--- config.mk ---
export PLATFORM = sky130hd
export DESIGN_NAME = instr_fetch_buffer_flat
export DESIGN_NICKNAME = d
export VERILOG_FILES = /design/src/rtl/instr_fetch_buffer_pkg.sv /design/src/rtl/instr_fetch_buffer_if.sv /design/src/rtl/instr_fetch_buffer_fifo.sv /design/src/rtl/instr_fetch_buffer.sv /design/src/flat_wrapper.sv
export SDC_FILE = /design/constraint.sdc
export NUM_CORES = 1
export LEC_CHECK = 0
export CORE_AREA = 2 2 152 303
export DETAILED_ROUTE_END_ITERATION = 8
export DIE_AREA = 0 0 154 305
export PLACE_DENSITY_LB_ADDON = 0.25
export SLEW_MARGIN = 20
export SYNTH_ARGS = -nofsm -noshare
export SYNTH_HDL_FRONTEND = slang
export SYNTH_SLANG_ARGS = --single-unit
--- constraint.sdc ---
create_clock -name clock -period 4.6 [get_ports clock]
set_input_delay 0.92 -clock clock [delete_from_list [all_inputs] [get_ports clock]]
set_output_delay 0.92 -clock clock [all_outputs]
set_load 0.1 [all_outputs]
--- src/rtl/instr_fetch_buffer_pkg.sv ---
// Shared fetch-buffer types: FSM encodings, PC step, buffered entry layout and PC helpers.
// The entry struct fixes the PC and instruction widths used by the fetch buffer and its FIFO.
package ifetch_pkg;

  localparam int IF_ADDR_W = 32;
  localparam int IF_DATA_W = 32;
  localparam logic [IF_ADDR_W-1:0] PC_STEP = 32'd4;

  typedef enum logic [1:0] {
    F_IDLE    = 2'd0,
    F_WAIT    = 2'd1,
    F_DISCARD = 2'd2
  } fetch_state_t;

  typedef struct packed {
    logic [IF_ADDR_W-1:0] pc;
    logic [IF_DATA_W-1:0] inst;
  } fetch_entry_t;

  function automatic logic [IF_ADDR_W-1:0] align_pc(input logic [IF_ADDR_W-1:0] addr);
    return {addr[IF_ADDR_W-1:2], 2'b00};
  endfunction

  function automatic logic [IF_ADDR_W-1:0] next_pc(input logic [IF_ADDR_W-1:0] pc);
    return pc + PC_STEP;
  endfunction

endpackage

--- src/rtl/instr_fetch_buffer_if.sv ---
// Fetch-buffer bus: redirect input, instruction-memory req/ack, decode valid/ready, statistics.
// master = fetch buffer, slave = memory/decode/branch environment.
interface instr_fetch_buffer_if #(
  parameter int ADDR_W = 32,
  parameter int DATA_W = 32
);
  logic              redirect_valid;
  logic [ADDR_W-1:0] redirect_addr;
  logic              mem_req;
  logic [ADDR_W-1:0] mem_addr;
  logic              mem_ack;
  logic [DATA_W-1:0] mem_rdata;
  logic              inst_valid;
  logic [DATA_W-1:0] inst_data;
  logic [ADDR_W-1:0] inst_pc;
  logic              inst_ready;
  logic [31:0]       stat_fetched;
  logic [15:0]       stat_flushes;

  modport master (
    input  redirect_valid, redirect_addr, mem_ack, mem_rdata, inst_ready,
    output mem_req, mem_addr, inst_valid, inst_data, inst_pc, stat_fetched, stat_flushes
  );

  modport slave (
    output redirect_valid, redirect_addr, mem_ack, mem_rdata, inst_ready,
    input  mem_req, mem_addr, inst_valid, inst_data, inst_pc, stat_fetched, stat_flushes
  );
endinterface

--- src/rtl/instr_fetch_buffer_fifo.sv ---
// Purpose: DEPTH-entry synchronous FIFO of fetch entries with flush and occupancy count.
// Latency: push visible at head the cycle after the write edge; no bypass.
// Backpressure: pop ignored when empty; caller guarantees no push when full.
module ifetch_fifo #(
  parameter int WIDTH = 64,
  parameter int DEPTH = 4
) (
  input  logic                       clock,
  input  logic                       reset,
  input  logic                       push_vld,
  input  logic [WIDTH-1:0]           push_dat,
  input  logic                       pop_vld,
  input  logic                       flush,
  output logic [WIDTH-1:0]           head_dat,
  output logic [$clog2(DEPTH):0]     count,
  output logic                       empty
);
  localparam int PTR_W = $clog2(DEPTH);
  localparam int CNT_W = PTR_W + 1;

  logic [WIDTH-1:0] mem_q [DEPTH];
  logic [PTR_W-1:0] wr_ptr_q, rd_ptr_q;
  logic [CNT_W-1:0] count_q;
  logic [WIDTH-1:0] hold_q;
  logic             do_pop;

  assign empty  = (count_q == '0);
  assign do_pop = pop_vld && !empty;
  assign count  = count_q;

  always_ff @(posedge clock or posedge reset) begin
    if (reset) begin
      wr_ptr_q <= '0;
      rd_ptr_q <= '0;
      count_q  <= '0;
      hold_q   <= '0;
    end else begin
      // Head is shadowed every cycle so the output keeps its last value once drained or flushed.
      if (!empty) hold_q <= mem_q[rd_ptr_q];
      if (flush) begin
        wr_ptr_q <= '0;
        rd_ptr_q <= '0;
        count_q  <= '0;
      end else begin
        if (push_vld) wr_ptr_q <= wr_ptr_q + PTR_W'(1);
        if (do_pop)   rd_ptr_q <= rd_ptr_q + PTR_W'(1);
        count_q <= count_q + CNT_W'(push_vld) - CNT_W'(do_pop);
      end
    end
  end

  always_ff @(posedge clock) begin
    if (push_vld && !flush) mem_q[wr_ptr_q] <= push_dat;
  end

  assign head_dat = empty ? hold_q : mem_q[rd_ptr_q];

endmodule

--- src/rtl/instr_fetch_buffer.sv ---
// Purpose: owns the fetch PC, reads instruction memory over req/ack, buffers {pc,inst} for decode.
// Latency: ack at an edge gives inst_valid the following cycle; 1 instr/cycle with zero-wait memory.
// Backpressure: a request is only issued with a free slot reserved; redirect flushes and refetches.
// Optional IFETCH_STATS_EN builds the fetched/flush counters; otherwise stat ports read 0.
// ADDR_W/DATA_W must match the ifetch_pkg entry widths.
module instr_fetch_buffer
  import ifetch_pkg::*;
#(
  parameter int              ADDR_W   = IF_ADDR_W,
  parameter int              DATA_W   = IF_DATA_W,
  parameter int              DEPTH    = 4,
  parameter logic [ADDR_W-1:0] RESET_PC = '0
) (
  input  logic                   clock,
  input  logic                   reset,
  instr_fetch_buffer_if.master   bus
);
  localparam int CNT_W = $clog2(DEPTH) + 1;
  localparam logic [CNT_W-1:0] DEPTH_C = CNT_W'(DEPTH);

  fetch_state_t      state_q, state_d;
  logic [ADDR_W-1:0] fetch_pc_q, fetch_pc_d;
  logic [ADDR_W-1:0] mem_addr_q, mem_addr_d;
  logic [CNT_W-1:0]  count, count_after;
  logic              fifo_empty, pop, push;
  fetch_entry_t      push_dat, head_dat;

  assign pop         = bus.inst_ready && !fifo_empty;
  assign count_after = count + CNT_W'(1) - CNT_W'(pop);
  assign push_dat    = '{pc: fetch_pc_q, inst: bus.mem_rdata};

  always_comb begin
    state_d    = state_q;
    fetch_pc_d = fetch_pc_q;
    mem_addr_d = mem_addr_q;
    push       = 1'b0;
    if (bus.redirect_valid) begin
      fetch_pc_d = align_pc(bus.redirect_addr);
      // A request already on the bus must still be acked before the new PC is issued.
      case (state_q)
        F_WAIT, F_DISCARD: state_d = bus.mem_ack ? F_IDLE : F_DISCARD;
        default:           state_d = F_IDLE;
      endcase
    end else begin
      case (state_q)
        F_IDLE: begin
          if (count < DEPTH_C) begin
            state_d    = F_WAIT;
            mem_addr_d = fetch_pc_q;
          end
        end
        F_WAIT: begin
          if (bus.mem_ack) begin
            push       = 1'b1;
            fetch_pc_d = next_pc(fetch_pc_q);
            if (count_after < DEPTH_C) mem_addr_d = next_pc(fetch_pc_q);
            else                       state_d    = F_IDLE;
          end
        end
        F_DISCARD: begin
          if (bus.mem_ack) state_d = F_IDLE;
        end
        default: state_d = F_IDLE;
      endcase
    end
  end

  always_ff @(posedge clock or posedge reset) begin
    if (reset) begin
      state_q    <= F_IDLE;
      fetch_pc_q <= RESET_PC;
      mem_addr_q <= RESET_PC;
    end else begin
      state_q    <= state_d;
      fetch_pc_q <= fetch_pc_d;
      mem_addr_q <= mem_addr_d;
    end
  end

  ifetch_fifo #(
    .WIDTH ($bits(fetch_entry_t)),
    .DEPTH (DEPTH)
  ) u_fifo (
    .clock    (clock),
    .reset    (reset),
    .push_vld (push),
    .push_dat (push_dat),
    .pop_vld  (bus.inst_ready),
    .flush    (bus.redirect_valid),
    .head_dat (head_dat),
    .count    (count),
    .empty    (fifo_empty)
  );

  assign bus.mem_req    = (state_q != F_IDLE);
  assign bus.mem_addr   = mem_addr_q;
  assign bus.inst_valid = !fifo_empty;
  assign bus.inst_data  = head_dat.inst[DATA_W-1:0];
  assign bus.inst_pc    = head_dat.pc[ADDR_W-1:0];

`ifdef IFETCH_STATS_EN
  logic [31:0] fetched_q;
  logic [15:0] flushes_q;

  always_ff @(posedge clock or posedge reset) begin
    if (reset) begin
      fetched_q <= '0;
      flushes_q <= '0;
    end else begin
      if (push)               fetched_q <= fetched_q + 32'd1;
      if (bus.redirect_valid) flushes_q <= flushes_q + 16'd1;
    end
  end

  assign bus.stat_fetched = fetched_q;
  assign bus.stat_flushes = flushes_q;
`else
  assign bus.stat_fetched = '0;
  assign bus.stat_flushes = '0;
`endif

endmodule
--- src/flat_wrapper.sv ---
// flat-port wrapper written by rule: the top's interface ports become plain ports
module instr_fetch_buffer_flat import ifetch_pkg::*;
#(
  parameter int              ADDR_W   = IF_ADDR_W,
  parameter int              DATA_W   = IF_DATA_W,
  parameter int              DEPTH    = 4,
  parameter logic [ADDR_W-1:0] RESET_PC = '0
)
  (clock, reset, bus_redirect_valid, bus_redirect_addr, bus_mem_ack, bus_mem_rdata, bus_inst_ready, bus_mem_req, bus_mem_addr, bus_inst_valid, bus_inst_data, bus_inst_pc, bus_stat_fetched, bus_stat_flushes);
  instr_fetch_buffer_if #(.ADDR_W(ADDR_W), .DATA_W(DATA_W)) bus_i ();
  input  logic clock;
  input  logic reset;
  input wire logic [$bits(bus_i.redirect_valid)-1:0] bus_redirect_valid;
  input wire logic [$bits(bus_i.redirect_addr)-1:0] bus_redirect_addr;
  input wire logic [$bits(bus_i.mem_ack)-1:0] bus_mem_ack;
  input wire logic [$bits(bus_i.mem_rdata)-1:0] bus_mem_rdata;
  input wire logic [$bits(bus_i.inst_ready)-1:0] bus_inst_ready;
  output wire logic [$bits(bus_i.mem_req)-1:0] bus_mem_req;
  output wire logic [$bits(bus_i.mem_addr)-1:0] bus_mem_addr;
  output wire logic [$bits(bus_i.inst_valid)-1:0] bus_inst_valid;
  output wire logic [$bits(bus_i.inst_data)-1:0] bus_inst_data;
  output wire logic [$bits(bus_i.inst_pc)-1:0] bus_inst_pc;
  output wire logic [$bits(bus_i.stat_fetched)-1:0] bus_stat_fetched;
  output wire logic [$bits(bus_i.stat_flushes)-1:0] bus_stat_flushes;
  assign bus_i.redirect_valid = bus_redirect_valid;
  assign bus_i.redirect_addr = bus_redirect_addr;
  assign bus_i.mem_ack = bus_mem_ack;
  assign bus_i.mem_rdata = bus_mem_rdata;
  assign bus_i.inst_ready = bus_inst_ready;
  assign bus_mem_req = bus_i.mem_req;
  assign bus_mem_addr = bus_i.mem_addr;
  assign bus_inst_valid = bus_i.inst_valid;
  assign bus_inst_data = bus_i.inst_data;
  assign bus_inst_pc = bus_i.inst_pc;
  assign bus_stat_fetched = bus_i.stat_fetched;
  assign bus_stat_flushes = bus_i.stat_flushes;
  instr_fetch_buffer #(.ADDR_W(ADDR_W), .DATA_W(DATA_W), .DEPTH(DEPTH), .RESET_PC(RESET_PC)) u_core (.clock(clock), .reset(reset), .bus(bus_i));
endmodule
# Yosys cells after proc, flatten, opt, wreduce, memory -nomap -nowiden

Memories as Yosys holds them, arrays and structs flattened.
Index checks and enable logic that the tools add are counted.

Bits in registers: 137
Word-level logic and storage cells: 69
Input port bits: 69
Memories: 1
Memory bits (writable): 256
Output and inout port bits: 146

Memory list:

| memory              | depth | width | read ports | clocked after Yosys merged registers in | write ports | RTL line                      | RTL |
|---|---|---|---|---|---|---|---|
| u_core.u_fifo.mem_q | 4     | 64    | 1          | 0                                       | 1           | instr_fetch_buffer_fifo.sv:21 | `logic [WIDTH-1:0] mem_q [DEPTH];` |

Eq/ne operators: 9
Bitwise operators: 1
Multiplexer cells: 26
$add $sub $neg: 7
Order comparisons: 2
Reduce and logical (&&, ||, !) cells: 16

Operator list:

| cell                                                | number |
|---|---|
| two-way mux 32 bit                                  | 6 |
| two-way mux 64 bit                                  | 1 |
| case mux 32 bit (2 select lines)                    | 1 |
| adder 32 x 3 -> 32 bit, second input constant       | 1 |
| two-way mux 2 bit                                   | 11 |
| nonzero test 2 bit                                  | 6 |
| != test 3 bit, second input constant                | 3 |
| less-than comparator 3 bit, second input constant   | 2 |
| case mux 2 bit (3 select lines)                     | 1 |
| subtractor 3 x 1 -> 3 bit                           | 2 |
| two-way mux 1 bit                                   | 5 |
| AND reduction 5 bit                                 | 1 |
| adder 2 x 1 -> 2 bit, second input constant         | 2 |
| != test 2 x 1 -> 1 bit, second input constant       | 2 |
| AND reduction 4 bit                                 | 1 |
| adder 3 x 1 -> 3 bit                                | 1 |
| adder 3 x 1 -> 3 bit, second input constant         | 1 |
| zero test 3 bit                                     | 1 |
| two-way mux 3 bit                                   | 1 |
| != test 3 x 2 -> 1 bit, second input constant       | 1 |
| equality test 2 x 1 -> 1 bit, second input constant | 1 |
| equality test 2 bit, second input constant          | 1 |
| logical AND 1 bit                                   | 2 |
| zero test 1 bit                                     | 2 |
| other kinds (5)                                     | 5 |

# Depth between registers and ports, before layout

Gate-level depths: netlist of the first run.

Depth after elaboration: 9
Mapped depth: 12
Depth with buffers taken out: 12

# Modules after synthesis

From an unflattened synthesis of the first run, not the netlist that was laid out.

Cells, all modules: 932
Area total of the unflattened synthesis: 16041.6 um2

By module, submodules not included:

| module             | cells each | seq. area each (um2) | times used | area an instance (um2) |
|---|---|---|---|---|
| ifetch_fifo        | 512        | 9464.1               | 1          | 12014.0 |
| instr_fetch_buffer | 420        | 1551.5               | 1          | 4027.6 |

# Worst setup path before layout of the first run

OpenSTA, ideal clock, no wires.

Path kind: register to output
Start point: register u_core.u_fifo.count_q[2], in the netlist u_core.u_fifo.count[2]
End point: output bus_inst_pc[22]
Path slack: 1.079 ns
Buffers on the path: 2
Arrival: 2.601 ns
Data required time: 3.680 ns
Stages on the path, launching flop included: 7
Path through: dfrtp_1 > clkbuf_1 > nor3_1 > inv_2 > clkbuf_1 > nand2_1 > nand2_1

Longest elaborated chain between the ends: 2

Ends and longest elaborated chain:

| item                   | RTL line                      | RTL |
|---|---|---|
| from (decl)            | instr_fetch_buffer_fifo.sv:23 | `logic [CNT_W-1:0] count_q;` |
| from (signal assigned) | instr_fetch_buffer_fifo.sv:47 | `count_q <= count_q + CNT_W'(push_vld) - CNT_W'(do_pop);` |
| zero test 3 bit        | instr_fetch_buffer_fifo.sv:27 | `assign empty = (count_q == '0);` |
| two-way mux 64 bit     | --                            |  |
| to (decl)              | flat_wrapper.sv:22            | `output wire logic [$bits(bus_i.inst_pc)-1:0] bus_inst_pc;` |

No other way between the ends.

# Worst setup path after layout of the first run

Start point: register u_core.u_fifo.rd_ptr_q[0]
End point: output bus_inst_data[7]

Longest elaborated chain between the ends: 2

Ends and longest elaborated chain:

| item                     | RTL line                      | RTL |
|---|---|---|
| from (decl)              | instr_fetch_buffer_fifo.sv:22 | `logic [PTR_W-1:0] wr_ptr_q, rd_ptr_q;` |
| from (signal assigned)   | instr_fetch_buffer_fifo.sv:46 | `if (do_pop) rd_ptr_q <= rd_ptr_q + PTR_W'(1);` |
| memory read (4 x 64 bit) | --                            |  |
| two-way mux 64 bit       | --                            |  |
| to (decl)                | flat_wrapper.sv:21            | `output wire logic [$bits(bus_i.inst_data)-1:0] bus_inst_data;` |

No other way between the ends.

==> results.txt, run 1 <==
The tightest min-delay check is of the reg -> reg type. The max-slew violation count was 0; the gate count of the mapped netlist was 1,068. DRC violations left: 0. STA puts the critical path data arrival time at 2.68 ns.

TritonCTS built the clock tree. In this run, post-CTS hold repair placed 0 buffers. The tools report the initial antenna violation count as 0. The number of buffers created by CTS is 37.

The fraction of the cycle the final worst path needs was 0.7828; the average cell area after synthesis was 14.54 sq um. The count of port buffers added during placement was 162. Yosys mapped the design onto 45 distinct sky130hd cell types. The met1 track demand over resource in global routing was 0.1859; the layout net count was 1,305.

The run gives 8,656 as the overall via count from detail_route. After global routing the overflow that remains totals 0. In this run the clock root is driven by a clkbuf_16. The startpoint type of the worst setup path is a flip-flop. The tools report the kind of end point of the critical path as an output pin. The vias per cell was 4.774; the via count of the first global-routing pass was 8,882. After clock tree synthesis, the clock-pin slew on the worst setup and hold paths is 0.07 ns.

The logs give 110 for the row count and 0 for the number of buffers added for setup after CTS. The portion of the post-synthesis area used by sequential elements is 0.6938. Entering global routing, the biggest net connects 109 pins. The global-route met3 utilization was 0.02417.

The met2 capacity usage during global routing came out at 0.2343. Wires add up to 33,100 microns. Yosys mapped a number of flops with a built-in enable equal to 248.

The clock net in this run drives a total of 381 sinks. The busiest metal layer after global routing was met2. Setup repair after global routing left no endpoint under its margin. For the finished layout, the period the worst path requires is 3.601 ns.

The first detailed-routing pass took 5 iterations. The die footprint is 46,970 sq um, and the sum of negative setup slack is 0 ns. For the worst setup path, the data required time is 3.68 ns. Total of endpoints with negative setup slack in the final report: 0. Pin placement for this block handled 215 I/O pins.

The global router's overall resource usage is 0.1402. The run gives 0 as the synthesis warning total. The count of antenna diodes in the layout was 0. At the end of routability-driven placement, the weighted congestion stood at 0.7458. Detailed placement finished with a half-perimeter wire length of 20,390 microns. The die is 154 microns wide. The largest fanout on the critical path is 27. Fraction of final layout cells with drive strength greater than 1: 0.1764. The run gives 0.3472 as the starting density of the core. Gates resized during post-CTS repair numbered 0. First-iteration detailed-routing DRC count: 411.

The flow ran to the end, and the final reports show no timing, DRC or antenna violations. The total count of hold-check failures in the final report was 0; the average routed wire per standard cell was 18.26 microns. The remaining max-slew budget at the tightest pin was 0.2961; the remaining antenna violation count was 0.

Top flip-flop cell by instance count after synthesis: edfxtp_1. The clock latency on the worst-skew pair was 0.54 ns; the height of the chip was 305 microns. In this run the standard cell core region covers 44,730 sq um.

The share of synthesized registers carrying an async set or reset is 0.3491. The first global-routing pass estimated 51,240 microns of wire. Counting flops and latches in the post-synthesis netlist gives 381.

Max-cap violations in this run came to 0. At the pin with the least slew margin, the transition time is 1.053 ns. Timing would allow up to 277.7 MHz. The clock arrives with 0.02059 ns of skew. Compared with the post-synthesis result, the final layout area differs by 20.38%. The post-synthesis instance area is 15,530 sq um. The worst setup path is of the reg -> out kind.

The maximum count of clock buffers along a single path was 3; the number of H-tree levels was 2.
-- final cells by class --
type | instances | area, sq um
fillers | 4065 | 26040
flip-flops and latches | 381 | 10780
multi-input cells | 616 | 4298
repair buffers | 176 | 1634
clock buffers | 45 | 965.9
well taps | 560 | 700.7
clock inverters | 22 | 259.0
inverters | 13 | 56.30
-- per-layer routing --
metal | wire length [microns] | share of wire | up-vias
met1 | 14510 | 0.44 | 4350
met5 | 0 | 0 | -
met4 | 818 | 0.025 | 0
met3 | 1619 | 0.049 | 51
met2 | 16150 | 0.49 | 240
li1 | - | - | 4015
-- path summary, 6_finish.rpt --
kind / start / end / slack, ns / cells past startpoint
setup / recovery: u_core.u_fifo.rd_ptr_q[0] / bus_inst_data[7] / 1.0 / 5
setup reg to reg: u_core.state_q[1] / u_core.u_fifo.count[2] / 1.59 / 12
min in group asynchronous: reset / u_core.u_fifo.hold_q[29] / 0.89 / 2
hold / removal: u_core.u_fifo.hold_q[34] / u_core.u_fifo.hold_q[34] / 0.47 / 2
hold reg to reg: u_core.u_fifo.hold_q[34] / u_core.u_fifo.hold_q[34] / 0.47 / 2
max in group asynchronous: reset / u_core.u_fifo.hold_q[1] / 2.85 / 3
-- placed cells by master, fill, tap and decap left out, types with 37 or more instances in the layout --
cell / instances
clkbuf_16: 37
o21ai_0: 49
conb_1: 50
xnor2_1: 43
mux4_2: 62
dfrtp_1: 131
clkdlybuf4s50_1: 96
buf_4: 73
edfxtp_1: 248
nand2_1: 263
-- metrics by stage --
step | setup WS, ns | area (sq um) | cells | hold slack (ns) | util
after floorplan | 0.1256 | 15710 | 1117 | 0.4710 | -
after global placement | 1.153 | 17470 | 1746 | 0.4488 | 0.3905
after detailed placement | 1.152 | 17470 | 1746 | 0.4570 | 0.3905
after CTS | 0.8948 | 18690 | 1813 | 0.4713 | 0.4179
after global routing | 0.8041 | 18690 | 1813 | 0.4837 | 0.4179
final | 0.9993 | 18690 | 1813 | 0.4654 | 0.4179
-- registers in the layout, indices dropped and copies added, names as in the netlist --
| register | count |
|---|---|
| u_core.u_fifo.rd_ptr_q | 2 |
| u_core.state_q | 2 |
| u_core.u_fifo.wr_ptr_q | 2 |
| u_core.fetch_pc_q | 30 |
| u_core.u_fifo.hold_q | 64 |
| u_core.u_fifo.count | 3 |
| u_core.bus.mem_addr | 30 |
| u_core.u_fifo.mem_q | 248 |
-- cells by family (layout without fill, tap and decap cells) --
group / count (synthesis) / count (layout) / synth area share
DFF: 381 / 381 / 0.6938
and+or+nand+nor: 362 / 362 / 0.1040
buffers and inverters: 120 / 256 / 0.04302
muxes: 66 / 66 / 0.09257
xor gates and xnor gates: 64 / 64 / 0.03609
AOI/OAI and AO/OA: 63 / 63 / 0.02087
adders and majority gates: 11 / 11 / 0.009346
other: 1 / 50 / 0.0002415
-- worst max-delay path, cell delays in order (launching register included) --
cell,delay [ns]
dfrtp_4,0.77
buf_4,0.38
mux4_2,0.53
nand2_1,0.08
nand2_1,0.10
buf_4,0.25
-- synthesized netlist by cell type (2+ instances only) --
master | instances | area share
nand2_1 | 263 | 0.064
edfxtp_1 | 248 | 0.48
dfrtp_1 | 133 | 0.21
mux4_2 | 62 | 0.090
buf_4 | 51 | 0.025
o21ai_0 | 49 | 0.016
xnor2_1 | 43 | 0.024
clkbuf_1 | 34 | 0.0082
nor2_1 | 24 | 0.0058
xor2_1 | 21 | 0.012
buf_2 | 15 | 0.0048
nand4_1 | 13 | 0.0052
inv_1 | 12 | 0.0029
and2_1 | 10 | 0.0040
ha_1 | 10 | 0.0081
o21ai_1 | 10 | 0.0032
nand3_1 | 8 | 0.0026
nor3_1 | 8 | 0.0026
and3_1 | 7 | 0.0028
nor4_1 | 7 | 0.0028
buf_1 | 6 | 0.0015
nor3_2 | 4 | 0.0026
and4_1 | 3 | 0.0017
mux2i_1 | 3 | 0.0019
nor3b_1 | 3 | 0.0015
nand3b_1 | 2 | 0.00097
Power of run 1 is left out: the tool's default activity adds up to more than one toggle a clock period on the data nets, which glitch-free logic cannot reach.
==> run 2, diff against run 1 <==
==> constraint.sdc (replaced) <==
create_clock -name clock -period 3.2 [get_ports clock]
set_input_delay 0.64 -clock clock [delete_from_list [all_inputs] [get_ports clock]]
set_output_delay 0.64 -clock clock [all_outputs]
set_load 0.1 [all_outputs]
==> results.txt, run 2 (synthesis results as in run 1) <==
The remaining global-route overflow is 0 (unchanged), and the remaining antenna violation count is 0 (unchanged). The fraction of the cycle the final worst path needs was 0.9544; the worst clock skew on the final layout was 0.02213 ns (was 0.02059 ns). The via count of the first global-routing pass is 9,235 (was 8,882), and the total count of hold-check failures in the final report is 0 (unchanged).

The final critical path time including I/O delays and setup came out at 3.054 ns. The number of instances resized during post-cts repair came out at 0 (unchanged). Buffer type at the clock tree root: clkbuf_16 (unchanged). The number of clock sinks was 381 (unchanged); the estimated wirelength of the detail-placed design was 22,200 microns (was 20,390 microns). Number of maximum-capacitance constraint violations: 0 (unchanged). The run gives 0 (unchanged) as the DRC violations left. The layout net count is 1,321 (was 1,305). The delay of the slowest critical-path stage is 0.50 ns (was 0.77 ns), and the sum of negative setup slack is 0 ns (unchanged).

Top Registers: u_core.u_fifo.mem_q (248), u_core.u_fifo.hold_q (64) (unchanged). The row count was 110 (unchanged). Flip-flop count of the largest register after layout: 248 (unchanged).

TritonCTS built the clock tree. The achievable clock frequency is 327.4 MHz, and the area overhead of the layout relative to synthesis is 26.69% (was 20.38%). The clock latency on the worst-skew pair came out at 0.53 ns (was 0.54 ns). The maximum count of clock buffers along a single path came out at 3 (unchanged).

Most frequent cells in the layout: nand2_1, edfxtp_1, dfrtp_1 (unchanged). The remaining max-slew budget at the tightest pin is 0.6392 (was 0.2961). The overall via count from detail_route is 8,670 (was 8,656), and the slew at the pin with the worst max-slew slack is 0.5336 ns (was 1.053 ns). The first-pass GRT wire length came out at 52,660 microns (was 51,240 microns). Worst-path cell chain: nor3_2 > buf_4 > nand2_1 > nand2_1 > buf_12 (was buf_4 > mux4_2 > nand2_1 > nand2_1 > buf_4). The kind of end point of the critical path is an output pin (unchanged). The total of endpoints with negative setup slack in the final report was 0 (unchanged).

The global router's overall resource usage was 0.1438 (was 0.1402). The height of the chip is 305 microns (unchanged). Critical path's slowest cell: dfrtp_1 (was dfrtp_4). The clock input transition at the sequential cells of the worst setup and hold paths is 0.07 ns (about the same), and the max-slew violation count is 0 (unchanged). The required time at the endpoint of the critical path is 2.56 ns (was 3.68 ns). The core area came out at 44,730 sq um (unchanged). Setup repair after global routing left no endpoint under its margin. For the first-iteration detailed-routing DRC count, the log shows 455 (was 411).

The die footprint came out at 46,970 sq um (unchanged). The tools report the starting density of the core as 0.3472 (unchanged). The pin count of the biggest net entering global routing is 62 (was 109), and the vias per cell is 4.740 (was 4.774). The dominant cell type by count on the critical path was nand2_1. Count of antenna diodes in the layout: 0 (unchanged). The final weighted congestion of routability-driven global placement was 0.7840 (was 0.7458). Startpoint type of the worst setup path: a flip-flop (unchanged).

Arrival time reported for the critical path endpoint: 2.41 ns (was 2.68 ns). The largest fanout on the critical path was 46 (was 27). The number of buffers inserted for hold repair after clock tree synthesis is 0 (unchanged). The number of detailed-routing iterations run before antenna repair is 4 (was 5). The critical path class was reg -> out (unchanged). The run finished with clean final reports. The count of port buffers added during placement was 162 (unchanged). The number of H-tree levels was 2 (unchanged); the total I/O pin count was 215 (unchanged). The horizontal extent of the die works out to 154 microns (unchanged). The total wirelength of the detailed-routed design is 33,450 microns (was 33,100 microns), and the fraction of final layout cells with drive strength greater than 1 is 0.2104 (was 0.1764). The initial antenna violation count was 1 (was 0).

The commonest non-fill, non-tap cell in the layout was nand2_1 (unchanged). Number of buffers created by CTS: 36 (was 37). Register bank with the most flops: u_core.u_fifo.mem_q (unchanged).

The average routed wire per standard cell came out at 18.29 microns (was 18.26 microns). The class of the tightest hold or removal check was in -> async (was reg -> reg).
-- run 2: cell type report --
cell class                      count  area (sq um)
Clock buffer                       43         958.4
Clock inverter                     23         290.3
Fill cell                        3969         25060
Inverter                           13         52.55
Multi-Input combinational cell    616          4298
Sequential cell                   381         10780
Tap cell                          560         700.7
Timing Repair Buffer              193          2592
-- run 2: final timing paths --
kind	start	to	slack [ns]	cells after the start
min reg2reg	u_core.bus.mem_addr[12]	u_core.bus.mem_addr[12]	0.49	2
min in group clock	bus_redirect_valid	u_core.u_fifo.rd_ptr_q[0]	0.48	2
max in group asynchronous	reset	u_core.fetch_pc_q[2]	2.01	3
max reg2reg	u_core.state_q[1]	u_core.bus.mem_addr[24]	0.62	9
max	u_core.u_fifo.count[2]	bus_inst_pc[8]	0.15	5
min	reset	u_core.u_fifo.hold_q[31]	0.47	2
-- run 2: per-stage QoR --
stage	area, sq um	utilization	instances	hold WS, ns	setup WS [ns]
global placement	18410	0.4116	1762	0.4729	0.4878
floorplan	15720	-	1117	0.4710	0.02826
finish	19680	0.4399	1829	0.4672	0.1459
global route	19680	0.4399	1829	0.4701	0.01134
CTS	19680	0.4399	1829	0.4476	0.07837
detailed placement	18410	0.4116	1762	0.4768	0.4921
-- run 2: worst max-delay path: cells and delay by family (launching register included) --
kind,cells,cell delay (ns)
buffers and inverters,2,0.70
and+or+nand+nor,3,0.66
DFF,1,0.50
-- run 2: metal layers --
layer | track usage | up-vias | share of wire
met5 | 0 | - | 0.00039
met4 | 0.03890 | 2 | 0.019
met3 | 0.02446 | 48 | 0.049
met2 | 0.2447 | 254 | 0.50
met1 | 0.1904 | 4326 | 0.43
li1 | - | 4040 | -
-- run 2: repair_timing --
action	4_1_cts	5_1_grt
endpoints found under the setup margin	4	0
setup buffers	1	0
endpoints found under the hold margin	0	0
Power of run 2 is left out for the same reason.
==> run 3, diff against run 2 <==
--- a/config.mk
+++ b/config.mk
@@ -6,6 +6,7 @@
 export NUM_CORES = 1
 export LEC_CHECK = 0
 export CORE_AREA = 2 2 152 303
+export CTS_BUF_LIST = sky130_fd_sc_hd__clkbuf_8 sky130_fd_sc_hd__clkbuf_16
 export DETAILED_ROUTE_END_ITERATION = 8
 export DIE_AREA = 0 0 154 305
 export PLACE_DENSITY_LB_ADDON = 0.25
==> results.txt, run 3 (synthesis results as in run 1) <==
The flow ran to the end, and the final reports show no timing, DRC or antenna violations. The number of buffers inserted for hold repair after clock tree synthesis came out at 0 (unchanged). Top Registers: u_core.u_fifo.mem_q (248), u_core.u_fifo.hold_q (64) (unchanged). The fraction of final layout cells with drive strength greater than 1 is 0.2104 (unchanged), and the via count of the first global-routing pass is 9,235 (unchanged). The worst reg-to-reg setup slack is 0.62 ns (about the same).

The kind of cell with the highest combined delay on the critical path is buffers and inverters (unchanged). The clock input transition at the sequential cells of the worst setup and hold paths is 0.07 ns (about the same), and the achievable clock frequency is 327.4 MHz (about the same). The first-iteration detailed-routing DRC count came out at 455 (unchanged). The placement-stage cell area was 18,410 sq um (unchanged); the required time at the endpoint of the critical path was 2.56 ns (about the same).

Worst flop-to-flop path startpoint: u_core.state_q[1] (unchanged). The startpoint type of the worst setup path was a flip-flop (unchanged). Flip-flop count of the largest register after layout: 248 (unchanged).

Most frequent cells in the layout: nand2_1, edfxtp_1, dfrtp_1 (unchanged). The number of fill cells was 3,969 (unchanged); the slew at the pin with the worst max-slew slack was 0.5336 ns (about the same). The initial antenna violation count was 1 (unchanged); the global router's overall resource usage was 0.1438 (unchanged).

The starting density of the core was 0.3472 (unchanged). The critical path's slowest cell is dfrtp_1 (unchanged). The worst clock skew on the final layout was 0.02227 ns (was 0.02213 ns); the total count of hold-check failures in the final report was 0 (unchanged). The delay of the slowest critical-path stage was 0.50 ns (about the same); the largest fanout on the critical path was 46 (unchanged). Height of the chip: 305 microns (unchanged). The arrival time reported for the critical path endpoint is 2.41 ns (about the same), and the sum of negative setup slack is 0 ns (unchanged). The run gives 36 (unchanged) as the number of buffers created by CTS.

The horizontal extent of the die was 154 microns (unchanged). Vias per cell: 4.740 (about the same). The clock latency on the worst-skew pair was 0.53 ns (about the same). The run gives 2 (unchanged) as the number of H-tree levels. For the final weighted congestion of routability-driven global placement, the log shows 0.7840 (unchanged). Setup repair after global routing left no endpoint under its margin. The count of buffer and inverter cells on the critical path was 2 (unchanged). Commonest non-fill, non-tap cell in the layout: nand2_1 (unchanged).

The tools report the buffer type at the clock tree root as clkbuf_16 (unchanged). The die footprint was 46,970 sq um (unchanged); the count of port buffers added during placement was 162 (unchanged). For the max-slew violation count, the log shows 0 (unchanged). TritonCTS built the clock tree.

Worst-path cell chain: nor3_2 > buf_4 > nand2_1 > nand2_1 > buf_12 (unchanged). The run gives 110 (unchanged) as the row count. The class of the tightest hold or removal check was in -> async (unchanged).

The capture instance of the worst register-to-register path was u_core.bus.mem_addr[24] (unchanged). For the total I/O pin count, the log shows 215 (unchanged). The tools report the DRC violations left as 0 (unchanged). The overall via count from detail_route was 8,669 (was 8,670). The tools report the core area as 44,730 sq um (unchanged). The kind of end point of the critical path was an output pin (unchanged).

The number of maximum-capacitance constraint violations was 0 (unchanged). The number of detailed-routing iterations run before antenna repair was 4 (unchanged); the average routed wire per standard cell was 18.30 microns (was 18.29 microns). Remaining max-slew budget at the tightest pin: 0.6392 (about the same).

Dominant cell type by count on the critical path: nand2_1 (unchanged). The register bank with the most flops was u_core.u_fifo.mem_q (unchanged). The finished layout cell area came out at 19,680 sq um (unchanged). The logs give 0 (unchanged) for the count of antenna diodes in the layout and 0 (unchanged) for the total of endpoints with negative setup slack in the final report. The estimated wirelength of the detail-placed design is 22,200 microns (unchanged). Critical path class: reg -> out (unchanged). For the layout net count, the log shows 1,321 (unchanged). The remaining global-route overflow is 0 (unchanged). The first-pass GRT wire length is 52,660 microns (unchanged), and the remaining antenna violation count is 0 (unchanged).

The area overhead of the layout relative to synthesis is 26.69% (unchanged), and the number of cells on the worst reg-to-reg path is 9 (unchanged). The final critical path time including I/O delays and setup works out to 3.054 ns (about the same). The pin count of the biggest net entering global routing came out at 62 (unchanged).

The fraction of the cycle the final worst path needs is 0.9545 (was 0.9544), and the total wirelength of the detailed-routed design is 33,470 microns (was 33,450 microns). The maximum count of clock buffers along a single path is 3 (unchanged). The number of clock sinks is 381 (unchanged). The placed instance count is 1,762 (unchanged), and the non-filler instance count after layout is 1,829 (unchanged).
-- run 3: per-layer routing --
| layer | vias up | share of wire | GRT usage |
|---|---|---|---|
| li1 | 4040 | - | - |
| met1 | 4322 | 0.43 | 0.1904 |
| met2 | 257 | 0.50 | 0.2447 |
| met3 | 48 | 0.049 | 0.02446 |
| met4 | 2 | 0.019 | 0.03890 |
| met5 | - | 0.00039 | 0 |
-- run 3: worst max path at each step --
stage / from / endpoint / slack, ns / depth (start not counted)
after floorplan: bus_mem_ack / u_core.u_fifo.mem_q[0][0] / 0.03 / 4
after global placement: bus_mem_ack / u_core.u_fifo.count[2] / 0.49 / 11
after detailed placement: bus_mem_ack / u_core.u_fifo.count[2] / 0.49 / 11
after CTS: u_core.u_fifo.count[2] / bus_inst_pc[8] / 0.08 / 5
after global routing: u_core.u_fifo.count[2] / bus_inst_pc[25] / 0.01 / 5
final: u_core.u_fifo.count[2] / bus_inst_pc[8] / 0.15 / 5
-- run 3: worst reg2reg max path: stages (launching register included) --
cell and delay [ns]:
dfrtp_1 0.39, inv_1 0.10, ha_1 0.50, nand2_1 0.13
buf_4 0.20, nor4_1 0.44, a211oi_4 0.12, buf_4 0.30
nand2_1 0.14, o21ai_0 0.11
-- run 3: timing repair --
action	in CTS	in global routing
endpoints found under the setup margin	4	0
setup buffers	1	0
gates resized for setup	0	0
-- run 3: area by class of cell --
cell class | instances | area [sq um] | area share
sequential | 381 | 10780 | 0.5480
tap | 560 | 700.7 | 0.03561
multi-input combinational | 616 | 4298 | 0.2184
inverter | 13 | 52.55 | 0.002671
clock buffer | 38 | 939.7 | 0.04776
timing repair buffer | 193 | 2592 | 0.1318
clock inverter | 28 | 309.0 | 0.01571
-- run 3: through the flow --
step,hold slack [ns],utilization,worst slack (ns)
3_5_place_dp,0.4768,0.4116,0.4921
4_1_cts,0.4476,0.4399,0.07837
5_1_grt,0.4701,0.4399,0.01134
3_3_place_gp,0.4729,0.4116,0.4878
2_1_floorplan,0.4710,-,0.02826
6_report,0.4672,0.4399,0.1456
Power of run 3 is left out for the same reason.
